## src/rtl/operand_tf_pkg.sv

```systemverilog
// Shared types and the saturating-shift helper for the operand transformer.
package operand_tf_pkg;

  typedef enum logic [1:0] {
    SHARE_2    = 2'd0,
    SHARE_4    = 2'd1,
    SHARE_8    = 2'd2,
    SHARE_RSVD = 2'd3
  } share_mode_e;

  typedef enum logic [1:0] {
    ST_IDLE = 2'd0,
    ST_PROC = 2'd1,
    ST_WAIT = 2'd2
  } state_e;

  // Working width for the shift; wide enough for any legal element/scale pair.
  localparam int unsigned CALC_W = 64;

  // Shift a sign-extended value left by sh and clamp it to a signed out_w range.
  // sat reports whether clamping happened.
  function automatic logic signed [CALC_W-1:0] sat_shift(
    input  logic signed [CALC_W-1:0] x,
    input  int unsigned              sh,
    input  int unsigned              out_w,
    output logic                     sat
  );
    logic signed [CALC_W-1:0] full, hi, lo;
    full = x <<< sh;
    hi   = $signed((64'd1 << (out_w - 1)) - 64'd1);
    lo   = -hi - 64'sd1;
    sat  = (full > hi) || (full < lo);
    if (full > hi)      return hi;
    else if (full < lo) return lo;
    else                return full;
  endfunction

endpackage

```

## src/rtl/operand_transformer_param_if.sv

```systemverilog
// Input/output vector handshake bundle for the operand transformer.
interface operand_transformer_param_if #(
  parameter int NUM_ELEMS  = 32,
  parameter int ELEM_W_IN  = 8,
  parameter int ELEM_W_OUT = 12,
  parameter int SCALE_W    = 3
);
  logic                                valid_in;
  logic                                ready_in;
  logic [NUM_ELEMS*ELEM_W_IN-1:0]      elems_in;
  logic [(NUM_ELEMS/2)*SCALE_W-1:0]    scales_in;
  logic [1:0]                          share_mode_in;
  logic                                valid_out;
  logic                                ready_out;
  logic [NUM_ELEMS*ELEM_W_OUT-1:0]     elems_out;
  logic                                sat_out;
  logic                                err_out;

  // Upstream producer plus downstream consumer (bench / surrounding pipeline).
  modport master (
    output valid_in, elems_in, scales_in, share_mode_in, ready_out,
    input  ready_in, valid_out, elems_out, sat_out, err_out
  );

  // The transformer itself.
  modport slave (
    input  valid_in, elems_in, scales_in, share_mode_in, ready_out,
    output ready_in, valid_out, elems_out, sat_out, err_out
  );
endinterface

```

## src/rtl/operand_tf_sat_lane.sv

```systemverilog
// One combinational lane: sign-extend, shift by micro-scale, saturate.
module operand_tf_sat_lane
  import operand_tf_pkg::*;
#(
  parameter int ELEM_W_IN  = 8,
  parameter int ELEM_W_OUT = 12,
  parameter int SCALE_W    = 3
)(
  input  logic [ELEM_W_IN-1:0]  elem,
  input  logic [SCALE_W-1:0]    scale,
  output logic [ELEM_W_OUT-1:0] result,
  output logic                  sat
);
  logic signed [CALC_W-1:0] res_val;

  // Full-width shift and clamp; the clamped value always fits ELEM_W_OUT bits.
  always_comb begin
    res_val = sat_shift(CALC_W'($signed(elem)), 32'(scale), ELEM_W_OUT, sat);
    result  = ELEM_W_OUT'(res_val);
  end
endmodule

```

## src/rtl/operand_transformer_param.sv

```systemverilog
// Streaming operand transformer: a vector of NUM_ELEMS elements is shifted and
// saturated on NUM_LANES lanes over ITERS cycles, then presented whole.
module operand_transformer_param
  import operand_tf_pkg::*;
#(
  parameter int NUM_ELEMS  = 32,
  parameter int NUM_LANES  = 16,
  parameter int ELEM_W_IN  = 8,
  parameter int ELEM_W_OUT = 12,
  parameter int SCALE_W    = 3
)(
  input logic clk,
  input logic rst_n,
  operand_transformer_param_if.slave bus
);
  localparam int ITERS      = NUM_ELEMS / NUM_LANES;
  localparam int NUM_SCALES = NUM_ELEMS / 2;
  localparam int K_W        = (ITERS > 1) ? $clog2(ITERS) : 1;
  localparam int E_W        = $clog2(NUM_ELEMS);
  localparam int S_W        = E_W - 1;

  if (NUM_ELEMS < 8 || (NUM_ELEMS & (NUM_ELEMS - 1)) != 0) begin : g_chk_elems
    $error("NUM_ELEMS must be a power of 2 and at least 8");
  end
  if (NUM_LANES < 1 || NUM_LANES > NUM_ELEMS ||
      ((NUM_LANES < 1) ? 1 : (NUM_ELEMS % NUM_LANES)) != 0) begin : g_chk_lanes
    $error("NUM_LANES must divide NUM_ELEMS");
  end
  if (ELEM_W_OUT <= ELEM_W_IN) begin : g_chk_wout
    $error("ELEM_W_OUT must exceed ELEM_W_IN");
  end
  if (ELEM_W_IN + (1 << SCALE_W) - 1 > CALC_W) begin : g_chk_calc
    $error("element/scale widths exceed the shift working width");
  end

  state_e                                state, state_nxt;
  logic [K_W-1:0]                        k, k_nxt;
  logic [NUM_ELEMS-1:0][ELEM_W_IN-1:0]   buf_elems;
  logic [NUM_SCALES-1:0][SCALE_W-1:0]    buf_scales;
  share_mode_e                           buf_mode;
  logic [NUM_ELEMS-1:0][ELEM_W_OUT-1:0]  tmp, merged;
  logic                                  tmp_sat;
  logic [NUM_LANES-1:0][E_W-1:0]         e_idx;
  logic [NUM_LANES-1:0][ELEM_W_IN-1:0]   lane_elem;
  logic [NUM_LANES-1:0][SCALE_W-1:0]     lane_scale;
  logic [NUM_LANES-1:0][ELEM_W_OUT-1:0]  lane_res;
  logic [NUM_LANES-1:0]                  lane_sat;
  logic [1:0]                            eff_mode;
  logic                                  lane_sat_any, vec_sat;
  logic                                  is_last, slot_free, commit, accept;

  // Reserved mode falls back to one scale per two elements.
  assign eff_mode = (buf_mode == SHARE_RSVD) ? 2'd0 : 2'(buf_mode);

  for (genvar l = 0; l < NUM_LANES; l++) begin : g_lane
    logic [S_W-1:0] s_idx;
    // Lane l handles element l*ITERS + k in iteration k.
    assign e_idx[l]      = E_W'(l * ITERS) + E_W'(k);
    assign s_idx         = S_W'(e_idx[l] >> (eff_mode + 2'd1));
    assign lane_elem[l]  = buf_elems[e_idx[l]];
    assign lane_scale[l] = buf_scales[s_idx];

    operand_tf_sat_lane #(
      .ELEM_W_IN (ELEM_W_IN),
      .ELEM_W_OUT(ELEM_W_OUT),
      .SCALE_W   (SCALE_W)
    ) u_lane (
      .elem  (lane_elem[l]),
      .scale (lane_scale[l]),
      .result(lane_res[l]),
      .sat   (lane_sat[l])
    );
  end

  assign lane_sat_any = |lane_sat;
  // Earlier iterations only count once we are past iteration 0.
  assign vec_sat      = lane_sat_any | ((k != '0) & tmp_sat);

  assign is_last   = (state == ST_WAIT) || (state == ST_PROC && k == K_W'(ITERS - 1));
  assign slot_free = !bus.valid_out || bus.ready_out;
  assign commit    = is_last && slot_free;
  assign bus.ready_in = (state == ST_IDLE) || commit;
  assign accept    = bus.valid_in && bus.ready_in;

  // Temp array with the current iteration's lane results folded in.
  always_comb begin
    merged = tmp;
    for (int l = 0; l < NUM_LANES; l++) merged[e_idx[l]] = lane_res[l];
  end

  // Next-state and iteration counter.
  always_comb begin
    state_nxt = state;
    k_nxt     = k;
    case (state)
      ST_IDLE: if (accept) begin
        state_nxt = ST_PROC;
        k_nxt     = '0;
      end
      ST_PROC, ST_WAIT: begin
        if (is_last) begin
          if (slot_free) begin
            state_nxt = accept ? ST_PROC : ST_IDLE;
            k_nxt     = '0;
          end else begin
            state_nxt = ST_WAIT;
          end
        end else begin
          k_nxt = k + K_W'(1);
        end
      end
      default: begin
        state_nxt = ST_IDLE;
        k_nxt     = '0;
      end
    endcase
  end

  // State and counter registers.
  always_ff @(posedge clk) begin
    if (!rst_n) begin
      state <= ST_IDLE;
      k     <= '0;
    end else begin
      state <= state_nxt;
      k     <= k_nxt;
    end
  end

  // Input buffer: captured on accept, held through PROC/WAIT.
  always_ff @(posedge clk) begin
    if (!rst_n) begin
      buf_elems  <= '0;
      buf_scales <= '0;
      buf_mode   <= SHARE_2;
    end else if (accept) begin
      buf_elems  <= bus.elems_in;
      buf_scales <= bus.scales_in;
      buf_mode   <= share_mode_e'(bus.share_mode_in);
    end
  end

  // Temp array and running saturation flag, written every busy cycle.
  always_ff @(posedge clk) begin
    if (!rst_n) begin
      tmp     <= '0;
      tmp_sat <= 1'b0;
    end else if (state != ST_IDLE) begin
      tmp     <= merged;
      tmp_sat <= vec_sat;
    end
  end

  // Output register: load on commit, drop valid on a plain drain.
  always_ff @(posedge clk) begin
    if (!rst_n) begin
      bus.valid_out <= 1'b0;
      bus.elems_out <= '0;
      bus.sat_out   <= 1'b0;
      bus.err_out   <= 1'b0;
    end else if (commit) begin
      bus.valid_out <= 1'b1;
      bus.elems_out <= merged;
      bus.sat_out   <= vec_sat;
      bus.err_out   <= (buf_mode == SHARE_RSVD);
    end else if (bus.ready_out) begin
      bus.valid_out <= 1'b0;
    end
  end
endmodule

```

## src/flat_wrapper.sv

```systemverilog
// flat-port wrapper written by rule: the top's interface ports become plain ports
module operand_transformer_param_flat import operand_tf_pkg::*;
#(
  parameter int NUM_ELEMS  = 32,
  parameter int NUM_LANES  = 16,
  parameter int ELEM_W_IN  = 8,
  parameter int ELEM_W_OUT = 12,
  parameter int SCALE_W    = 3
)
  (clk, rst_n, bus_valid_in, bus_elems_in, bus_scales_in, bus_share_mode_in, bus_ready_out, bus_ready_in, bus_valid_out, bus_elems_out, bus_sat_out, bus_err_out);
  operand_transformer_param_if #(.NUM_ELEMS(NUM_ELEMS), .ELEM_W_IN(ELEM_W_IN), .ELEM_W_OUT(ELEM_W_OUT), .SCALE_W(SCALE_W)) bus_i ();
  input logic clk;
  input logic rst_n;
  input wire logic [$bits(bus_i.valid_in)-1:0] bus_valid_in;
  input wire logic [$bits(bus_i.elems_in)-1:0] bus_elems_in;
  input wire logic [$bits(bus_i.scales_in)-1:0] bus_scales_in;
  input wire logic [$bits(bus_i.share_mode_in)-1:0] bus_share_mode_in;
  input wire logic [$bits(bus_i.ready_out)-1:0] bus_ready_out;
  output wire logic [$bits(bus_i.ready_in)-1:0] bus_ready_in;
  output wire logic [$bits(bus_i.valid_out)-1:0] bus_valid_out;
  output wire logic [$bits(bus_i.elems_out)-1:0] bus_elems_out;
  output wire logic [$bits(bus_i.sat_out)-1:0] bus_sat_out;
  output wire logic [$bits(bus_i.err_out)-1:0] bus_err_out;
  assign bus_i.valid_in = bus_valid_in;
  assign bus_i.elems_in = bus_elems_in;
  assign bus_i.scales_in = bus_scales_in;
  assign bus_i.share_mode_in = bus_share_mode_in;
  assign bus_i.ready_out = bus_ready_out;
  assign bus_ready_in = bus_i.ready_in;
  assign bus_valid_out = bus_i.valid_out;
  assign bus_elems_out = bus_i.elems_out;
  assign bus_sat_out = bus_i.sat_out;
  assign bus_err_out = bus_i.err_out;
  operand_transformer_param #(.NUM_ELEMS(NUM_ELEMS), .NUM_LANES(NUM_LANES), .ELEM_W_IN(ELEM_W_IN), .ELEM_W_OUT(ELEM_W_OUT), .SCALE_W(SCALE_W)) u_core (.clk(clk), .rst_n(rst_n), .bus(bus_i));
endmodule
```

## config.mk

```make
export PLATFORM = sky130hd
export DESIGN_NAME = operand_transformer_param_flat
export DESIGN_NICKNAME = d
export VERILOG_FILES = /design/src/rtl/operand_tf_pkg.sv /design/src/rtl/operand_transformer_param_if.sv /design/src/rtl/operand_tf_sat_lane.sv /design/src/rtl/operand_transformer_param.sv /design/src/flat_wrapper.sv
export SDC_FILE = /design/constraint.sdc
export NUM_CORES = 2
export LEC_CHECK = 0
export BUFFER_PORTS_ARGS = -buffer_cell sky130_fd_sc_hd__buf_2
export CAP_MARGIN = 5
export CORE_MARGIN = 2
export CORE_UTILIZATION = 55
export CTS_CLUSTER_DIAMETER = 100
export DETAILED_ROUTE_END_ITERATION = 8
export PLACE_DENSITY = 0.77
export SYNTH_ARGS = -nofsm -noshare
export SYNTH_HDL_FRONTEND = slang
export SYNTH_SLANG_ARGS = --single-unit
```

## constraint.sdc

```tcl
create_clock -name clk -period 6.8 [get_ports clk]
set_clock_uncertainty 0.05 [all_clocks]
set_input_delay 0.34 -clock clk [delete_from_list [all_inputs] [get_ports clk]]
set_output_delay 0.34 -clock clk [all_outputs]
set_load 0.05 [all_outputs]
```

[Yosys cells after proc, flatten, opt, wreduce, memory -nomap -nowiden]
Index checks and enable logic that the tools add are counted.
Cells by class
  add/subtract/negate cells: 17
  $mul: 0
  divide/modulo/power cells: 0
  $lt $le $gt $ge: 80
  equal/unequal tests: 6
  shifts and indexed selects: 32
  multiplexer cells: 156
  bitwise logic cells: 2
  reductions and logical operators: 46
Operators with widths (number)
  $bwmux 384: 16
  $gt 64x12->1 const B: 16
  $lt 64x12->1 const B: 16
  $sshl 8x3->64: 16
  $demux 12 s5: 15
  $bmux 8 s5: 15
  $mux 12: 48
  $bmux 3 s4: 16
  $mux 8: 17
  $lt 5x6->1 const B: 15
  $lt 4x5->1 const B: 16
  $ge 5x1->1 const B: 15
  $shr 5x2->4: 15
  $mux 3: 16
  $add 4x1->5 const A: 4
  $add 5x1->5 const A: 4
  $logic_and 1x1->1: 19
  $logic_or 1x1->1: 19
  $reduce_or 16->1: 1
  $demux 12 s1: 1
  $add 4x2->5 const A: 2
  $add 3x1->4 const A: 2
  $mux 2: 4
  $lt 1x6->1 const B: 1
  other kinds (21): 30
Word-level totals
  flip-flop bits (word level): 1081
  bits in latches: 0
  RAM bits: 0
  ROM bits: 0
  input bits: 310
  output and inout port bits: 388
  word-level logic and storage cells: 427
  memories: 0

[Longest topological paths before layout]
  word-level depth: 26
  depth in mapped cells: 16
  gate-level depth less buffers: 11

[By module]
From an unflattened synthesis, not the netlist that was laid out.
Unflattened totals
  cells, all modules: 6399
  area total of the unflattened synthesis: 53816.6 µm²
By module, submodules not included
  operand_transformer_param: instances 1, cells an instance 5231, area an instance 45628.8 µm²
  operand_tf_sat_lane: instances 16, cells an instance 73, area an instance 511.7 µm²

[Worst setup path before layout]
Ideal clock, no wire load.
  kind: flip-flop to flip-flop
  start point: register u_core.buf_mode[0]
  end point: register u_core.bus.elems_out[104]
  library setup time: 0.140 ns
  arrival time: 3.342 ns
  path slack: 3.269 ns
  stages on the path, launching flop included: 12
  period minus slack after synthesis: 3.531 ns
  cell sequence: dfxtp_1 -> inv_1 -> ha_1 -> buf_6 -> nor2b_1 -> or4_1 -> a32oi_2 -> buf_2 -> mux4_2 -> mux2_2 -> a2bb2oi_1 -> a221oi_1
Between the ends
  longest elaborated chain between the ends: 26
  elaborated cells between the ends (all ways): 147
Ends and longest elaborated chain
  start, declared: RTL line operand_transformer_param.sv:40  | share_mode_e buf_mode;
  start signal, assigned: RTL line operand_transformer_param.sv:139  | buf_mode <= share_mode_e'(bus.share_mode_in);
  $eq 2x2->1: RTL line operand_transformer_param.sv:53  | assign eff_mode = (buf_mode == SHARE_RSVD) ? 2'd0 : 2'(buf_mode);
  $mux 2 *: RTL line operand_transformer_param.sv:53
  $add 2x1->2 *: RTL line operand_transformer_param.sv:59  | assign s_idx = S_W'(e_idx[l] >> (eff_mode + 2'd1));
  $shr 1x2->4: RTL line operand_transformer_param.sv:59
  $bmux 3 s4: RTL line operand_transformer_param.sv:61  | assign lane_scale[l] = buf_scales[s_idx];
  $mux 3 (not written as such): RTL line operand_transformer_param.sv:61
  $sshl 8x3->64: RTL line operand_tf_pkg.sv:29  | full = x <<< sh;
  $lt 64x12->1: RTL line operand_tf_pkg.sv:34  | else if (full < lo) return lo;
  $mux 12: RTL line operand_tf_pkg.sv:34
  $mux 12: RTL line operand_tf_pkg.sv:33  | if (full > hi) return hi;
  $bwmux 384 (15 in series): RTL line operand_transformer_param.sv:88  | for (int l = 0; l < NUM_LANES; l++) merged[e_idx[l]] = lane_res[l];
  $bwmux 384 *: RTL line operand_transformer_param.sv:88
  end signal, assigned: RTL line operand_transformer_param.sv:163  | bus.elems_out <= merged;
  end, declared: RTL line operand_transformer_param_if.sv:28  | output ready_in, valid_out, elems_out, sat_out, err_out
Mark *: on every way between the ends. The rest lies on a longest branch, timed or not. The select of a mux whose other input is x is not followed.
A chain may end at the register's enable or synchronous reset.

[Worst setup path in the final report]
  start point: register u_core.buf_mode[0]
  end point: register u_core.bus.sat_out
Between the ends
  longest elaborated chain between the ends: 11
  elaborated cells between the ends (all ways): 117
Ends and longest elaborated chain
  $eq 2x2->1: RTL line operand_transformer_param.sv:53
  $mux 2 *: RTL line operand_transformer_param.sv:53
  $add 2x1->2 *: RTL line operand_transformer_param.sv:59
  $shr 5x2->4 or $shr 1x2->4 (tied branches): RTL line operand_transformer_param.sv:59
  $bmux 3 s4: RTL line operand_transformer_param.sv:61
  $mux 3 (not written as such): RTL line operand_transformer_param.sv:61
  $sshl 8x3->64: RTL line operand_tf_pkg.sv:29
  $gt 64x12->1 or $lt 64x12->1 (tied branches): RTL line operand_tf_pkg.sv:32  | sat = (full > hi) || (full < lo);
  $logic_or 1x1->1: RTL line operand_tf_pkg.sv:32
  $reduce_or 16->1 *: RTL line operand_transformer_param.sv:75  | assign lane_sat_any = |lane_sat;
  $or 1x1->1 *: RTL line operand_transformer_param.sv:77  | assign vec_sat = lane_sat_any | ((k != '0) & tmp_sat);
  end signal, assigned: RTL line operand_transformer_param.sv:164  | bus.sat_out <= vec_sat;
  end, declared: RTL line operand_transformer_param_if.sv:28
Marks and branches as above.

==> metrics.txt <==
# TYPE chip_impl_metric gauge
chip_impl_metric{name="pin_count_of_the_biggest_net_entering_global_routing",unit=""} 179
chip_impl_metric{name="critical_path.max_fanout",unit=""} 75
chip_impl_metric{name="setup_viol",unit=""} 0
chip_impl_metric{name="coreArea",unit="mm^2"} 0.0919
chip_impl_info{name="synth_common_cells",value="1,195 x sky130_fd_sc_hd__nand2_1, 1,081 x sky130_fd_sc_hd__dfxtp_1, 781 x sky130_fd_sc_hd__a21oi_1"} 1
chip_impl_metric{name="cts-buffers-inserted",unit=""} 111
chip_impl_metric{name="std_cell_rows",unit=""} 111
chip_impl_metric{name="timing.reg2reg.setup_slack",unit="ns"} 1.40
chip_impl_metric{name="hold_viol",unit=""} 0
chip_impl_info{name="worst_path_top_cell_family_by_delay",value="compound AO/OA/AOI/OAI gates"} 1
chip_impl_metric{name="cts.htree.levels",unit=""} 3
chip_impl_metric{name="ir_worst_vdd",unit="uV"} 197
chip_impl_metric{name="gp_congestion",unit=""} 0.992
chip_impl_metric{name="clock_insertion_delay_worst_skew",unit="ns"} 0.71
chip_impl_metric{name="detail_route.first_pass.iterations",unit=""} 8
chip_impl_metric{name="n_fill_cell",unit=""} 7481
chip_impl_metric{name="initial_utilization",unit="%"} 55.7
chip_impl_metric{name="die_area",unit="mm^2"} 0.0956
chip_impl_metric{name="floorplan.die.width",unit="um"} 309
chip_impl_metric{name="ctsLongestPathBuffers",unit=""} 3
chip_impl_metric{name="async_sr_flop_fraction",unit="%"} 0
chip_impl_metric{name="floorplan.io_pins",unit=""} 698
chip_impl_metric{name="cell_internal_pwr",unit="mW"} 12.0
chip_impl_info{name="startpoint_type",value="register"} 1
chip_impl_metric{name="drt_wl_total",unit="um"} 216000
chip_impl_metric{name="final-instance-count-excl-fill",unit=""} 8329
chip_impl_metric{name="slew-limit-headroom",unit="%"} 8.85
chip_impl_metric{name="synthCells",unit=""} 6334
chip_impl_metric{name="simple_gate_area_share_of_the_yosys_netlist",unit="%"} 18.7
chip_impl_metric{name="final_core_utilization",unit="%"} 67.3
chip_impl_metric{name="gr-usage-all-layers",unit="%"} 43.3
chip_impl_metric{name="critical-path-max-stage-delay",unit="ns"} 0.95
chip_impl_metric{name="die_height",unit="um"} 309
chip_impl_metric{name="path_buf_inv",unit=""} 2
chip_impl_metric{name="number_of_antenna_violations_at_the_first_check_in_global_routing",unit=""} 17
chip_impl_metric{name="area_share_of_the_largest_cell_type_after_synthesis",unit="%"} 42.2
chip_impl_metric{name="postRouteAntennaNets",unit=""} 0
chip_impl_metric{name="cp.required",unit="ns"} 7.35
chip_impl_metric{name="crit_cells",unit=""} 11
chip_impl_info{name="hold_path.startpoint",value="bus_valid_in"} 1
chip_impl_metric{name="ff2ff_path_depth",unit=""} 11
chip_impl_metric{name="compound_gate_portion_of_the_synthesized_area",unit="%"} 22.7
chip_impl_metric{name="area.sequential",unit="mm^2"} 0.0216
chip_impl_metric{name="io_buffer_count",unit=""} 697
chip_impl_info{name="rsz0062_at_grt",value="no"} 1
chip_impl_info{name="timing.rr.start",value="u_core.buf_mode[0]$_SDFFE_PN0P_"} 1
chip_impl_metric{name="fin_total_pwr",unit="mW"} 18.3
chip_impl_metric{name="postCtsResizedCells",unit=""} 0
chip_impl_info{name="slowest_stage",value="sky130_fd_sc_hd__o2111ai_1"} 1
chip_impl_metric{name="cts_hold_repair.buffers",unit=""} 308
chip_impl_metric{name="via_count",unit=""} 53700
chip_impl_metric{name="postSynthAreaPerCell",unit="um^2"} 8.09
chip_impl_metric{name="initial_drc_count",unit=""} 7856
chip_impl_metric{name="area_of_combinational_cells_with_multiple_inputs",unit="mm^2"} 0.0273
chip_impl_metric{name="finalCritPeriodShare",unit="%"} 79.5
chip_impl_metric{name="final_nets",unit=""} 7301
chip_impl_metric{name="clock-sinks",unit=""} 1081
chip_impl_info{name="synth_flop_cell",value="sky130_fd_sc_hd__dfxtp_1"} 1
chip_impl_metric{name="powerDensity",unit="mW/mm^2"} 297
chip_impl_info{name="tritoncts_clock_tree",value="yes"} 1
chip_impl_info{name="rr_endpoint",value="u_core.bus.sat_out$_SDFFE_PN0P_"} 1
chip_impl_info{name="critPathCaptureType",value="register"} 1
chip_impl_metric{name="drt_drc_violations_left",unit=""} 0
chip_impl_metric{name="synth.yosys.warnings",unit=""} 0
chip_impl_metric{name="tightest_slew",unit="ns"} 1.37
chip_impl_info{name="synth_most_common_cell",value="sky130_fd_sc_hd__nand2_1"} 1
chip_impl_metric{name="place.detailed.instances",unit=""} 7804
chip_impl_info{name="cts-root-buf",value="sky130_fd_sc_hd__clkbuf_16"} 1
chip_impl_metric{name="grt_first_pass_wirelength",unit="um"} 313000
chip_impl_metric{name="comb_power_share",unit="%"} 25.6
chip_impl_metric{name="sequential_fraction_of_the_synthesis_area",unit="%"} 42.2
chip_impl_info{name="combinational_family_with_the_most_area_after_synthesis",value="compound AO/OA/AOI/OAI gates"} 1
chip_impl_metric{name="grt_pass1_vias",unit=""} 48900
chip_impl_metric{name="postSynthRegisterBits",unit=""} 1081
chip_impl_metric{name="post-dp-hpwl",unit="um"} 143000
chip_impl_metric{name="share_clk_of_total_power",unit="%"} 35.4
chip_impl_info{name="criticalPathCategory",value="register to register"} 1
chip_impl_info{name="run_status",value="completed"} 1
chip_impl_metric{name="gr-total-overflow",unit=""} 0
chip_impl_metric{name="hold_ws",unit="ns"} 0.131
chip_impl_metric{name="seq_power_share",unit="%"} 39.0
chip_impl_metric{name="clk_transition_reported_paths",unit="ns"} 0.06
chip_impl_metric{name="yosys.area_share.adder",unit="%"} 0.220
chip_impl_info{name="hp-class",value="input pin to register"} 1
chip_impl_info{name="synth_top_cell_by_area",value="sky130_fd_sc_hd__dfxtp_1"} 1
chip_impl_metric{name="switching_share_of_total_power",unit="%"} 34.4
chip_impl_metric{name="layout-drive-gt1-share",unit="%"} 17.1
chip_impl_metric{name="p_sw",unit="mW"} 6.30
chip_impl_metric{name="post_synth_mux_area_share",unit="%"} 11.4
chip_impl_info{name="endpoint",value="u_core.bus.sat_out$_SDFFE_PN0P_"} 1
chip_impl_metric{name="routed_via_density",unit=""} 6.45
chip_impl_info{name="timing.critical_path.from",value="u_core.buf_mode[0]$_SDFFE_PN0P_"} 1
chip_impl_metric{name="area_growth",unit="%"} 20.7
chip_impl_metric{name="synth_enable_flop_cells",unit=""} 0
chip_impl_info{name="ys_top_cells_by_area",value="sky130_fd_sc_hd__dfxtp_1 42%, sky130_fd_sc_hd__nand2_1 8.8%, sky130_fd_sc_hd__a21oi_1 7.6%, sky130_fd_sc_hd__mux2i_1 5.5%, sky130_fd_sc_hd__o21ai_0 4.8%"} 1
chip_impl_metric{name="synth.lib_cells_used.distinct",unit=""} 94
chip_impl_metric{name="layout_min_cycle_time",unit="ns"} 5.40
chip_impl_metric{name="timing.final.max_slew_violations",unit=""} 0
chip_impl_metric{name="leakage",unit="nW"} 24.4
chip_impl_metric{name="synth-xor-area-share",unit="%"} 0
chip_impl_metric{name="mappedNetlistNets",unit=""} 6653
chip_impl_metric{name="cap_violations",unit=""} 0
chip_impl_metric{name="routedWlPerCell",unit="um"} 25.9
chip_impl_metric{name="setup_total_negative_slack",unit="ns"} 0
chip_impl_metric{name="cts_setup_buffers",unit=""} 0
chip_impl_metric{name="post_synth_instance_area",unit="mm^2"} 0.0512
chip_impl_metric{name="cp.arrival",unit="ns"} 5.95
chip_impl_metric{name="max_freq",unit="GHz"} 0.185
chip_impl_info{name="cell_by_cell_listing_of_the_critical_path",value="inv_1 > ha_4 > buf_4 > nor2b_1 > o21ai_0 > a32oi_2 > a21oi_1 > o2111ai_1 > nor3b_1 > nand4_1 > o221a_1"} 1
## cell usage in the layout (no fill, tap or decap), types with 111 or more instances in the layout
| cell | n |
|---|---|
| sky130_fd_sc_hd__dlygate4sd3_1 | 308 |
| sky130_fd_sc_hd__a211oi_1 | 169 |
| sky130_fd_sc_hd__dfxtp_1 | 1080 |
| sky130_fd_sc_hd__nor2_1 | 547 |
| sky130_fd_sc_hd__nand2_1 | 1192 |
| sky130_fd_sc_hd__a21oi_1 | 781 |
| sky130_fd_sc_hd__clkbuf_16 | 114 |
| sky130_fd_sc_hd__nor3_1 | 123 |
| sky130_fd_sc_hd__o21ai_0 | 489 |
| sky130_fd_sc_hd__a221oi_1 | 111 |
| sky130_fd_sc_hd__mux2i_1 | 281 |
| sky130_fd_sc_hd__buf_2 | 696 |
## flip-flops by register name, summed over array words and instances (netlist names)
name and cells:
u_core.buf_elems 256, u_core.buf_mode 2, u_core.buf_scales 48, u_core.bus.elems_out 384, u_core.bus.err_out 1, u_core.bus.sat_out 1
u_core.bus.valid_out 1, u_core.k 1, u_core.state 2, u_core.tmp 384, u_core.tmp_sat 1
## stage by stage
step,worst slack (ns),area (um^2)
6_report,1.40,61800
5_1_grt,1.04,61800
3_3_place_gp,1.66,54900
3_5_place_dp,1.50,54900
2_1_floorplan,3.27,51200
4_1_cts,1.49,61800
## metal layers
metal	GRT usage, %	vias to the layer above	wire [um]	part of all wire [%]
met4	27.2	12	15600	7.2
li1	-	23700	-	-
met3	15.3	864	29700	14
met5	0	-	103	0.048
met2	61.5	3733	89000	41
met1	55.9	25400	81500	38
## worst min-delay path: stages
cell and delay [ns]:
sky130_fd_sc_hd__buf_2 0.18, sky130_fd_sc_hd__nor2_1 0.09, sky130_fd_sc_hd__o21ai_0 0.16, sky130_fd_sc_hd__a21oi_1 0.07
## power by group through the flow
stage          Combinational, mW  Clock [mW]  Sequential [mW]
6_report                    4.70        6.50             7.15
2_1_floorplan               2.79           0             7.28
5_1_grt                     4.93        6.73             7.17
3_3_place_gp                4.23           0             7.23
4_1_cts                     4.45        6.47             7.11
3_5_place_dp                4.28           0             7.25
## logic make-up after synthesis
family	count (synthesis)
adder cells (fa/ha/maj)	9
AND/OR/NAND/NOR	2267
flip-flops	1081
multiplexers	455
buffers and inverters	582
AO/OA/AOI/OAI	1940
## layout make-up
class,count,area share (%)
repair buffers,1088,11.8
flip-flops and latches,1081,35.0
clock buffers,169,5.38
well taps,1243,2.51
multi-input cells,4671,44.2
inverters,29,0.200
diodes,9,0.0364
clock inverters,39,0.864
## how the worst min path moves through the flow
stage                                                  end  slack [ns]  cells after the start
floorplan                     u_core.tmp[156]$_SDFFE_PN0P_        0.38                      2
global placement    u_core.bus.elems_out[181]$_SDFFE_PN0P_        0.38                      2
detailed placement   u_core.bus.elems_out[16]$_SDFFE_PN0P_        0.39                      2
CTS                                  u_core.k$_SDFFE_PN0P_        0.11                      4
global route                         u_core.k$_SDFFE_PN0P_        0.15                      4
finish                               u_core.k$_SDFFE_PN0P_        0.13                      4
Power figures use the tool's default switching activity.
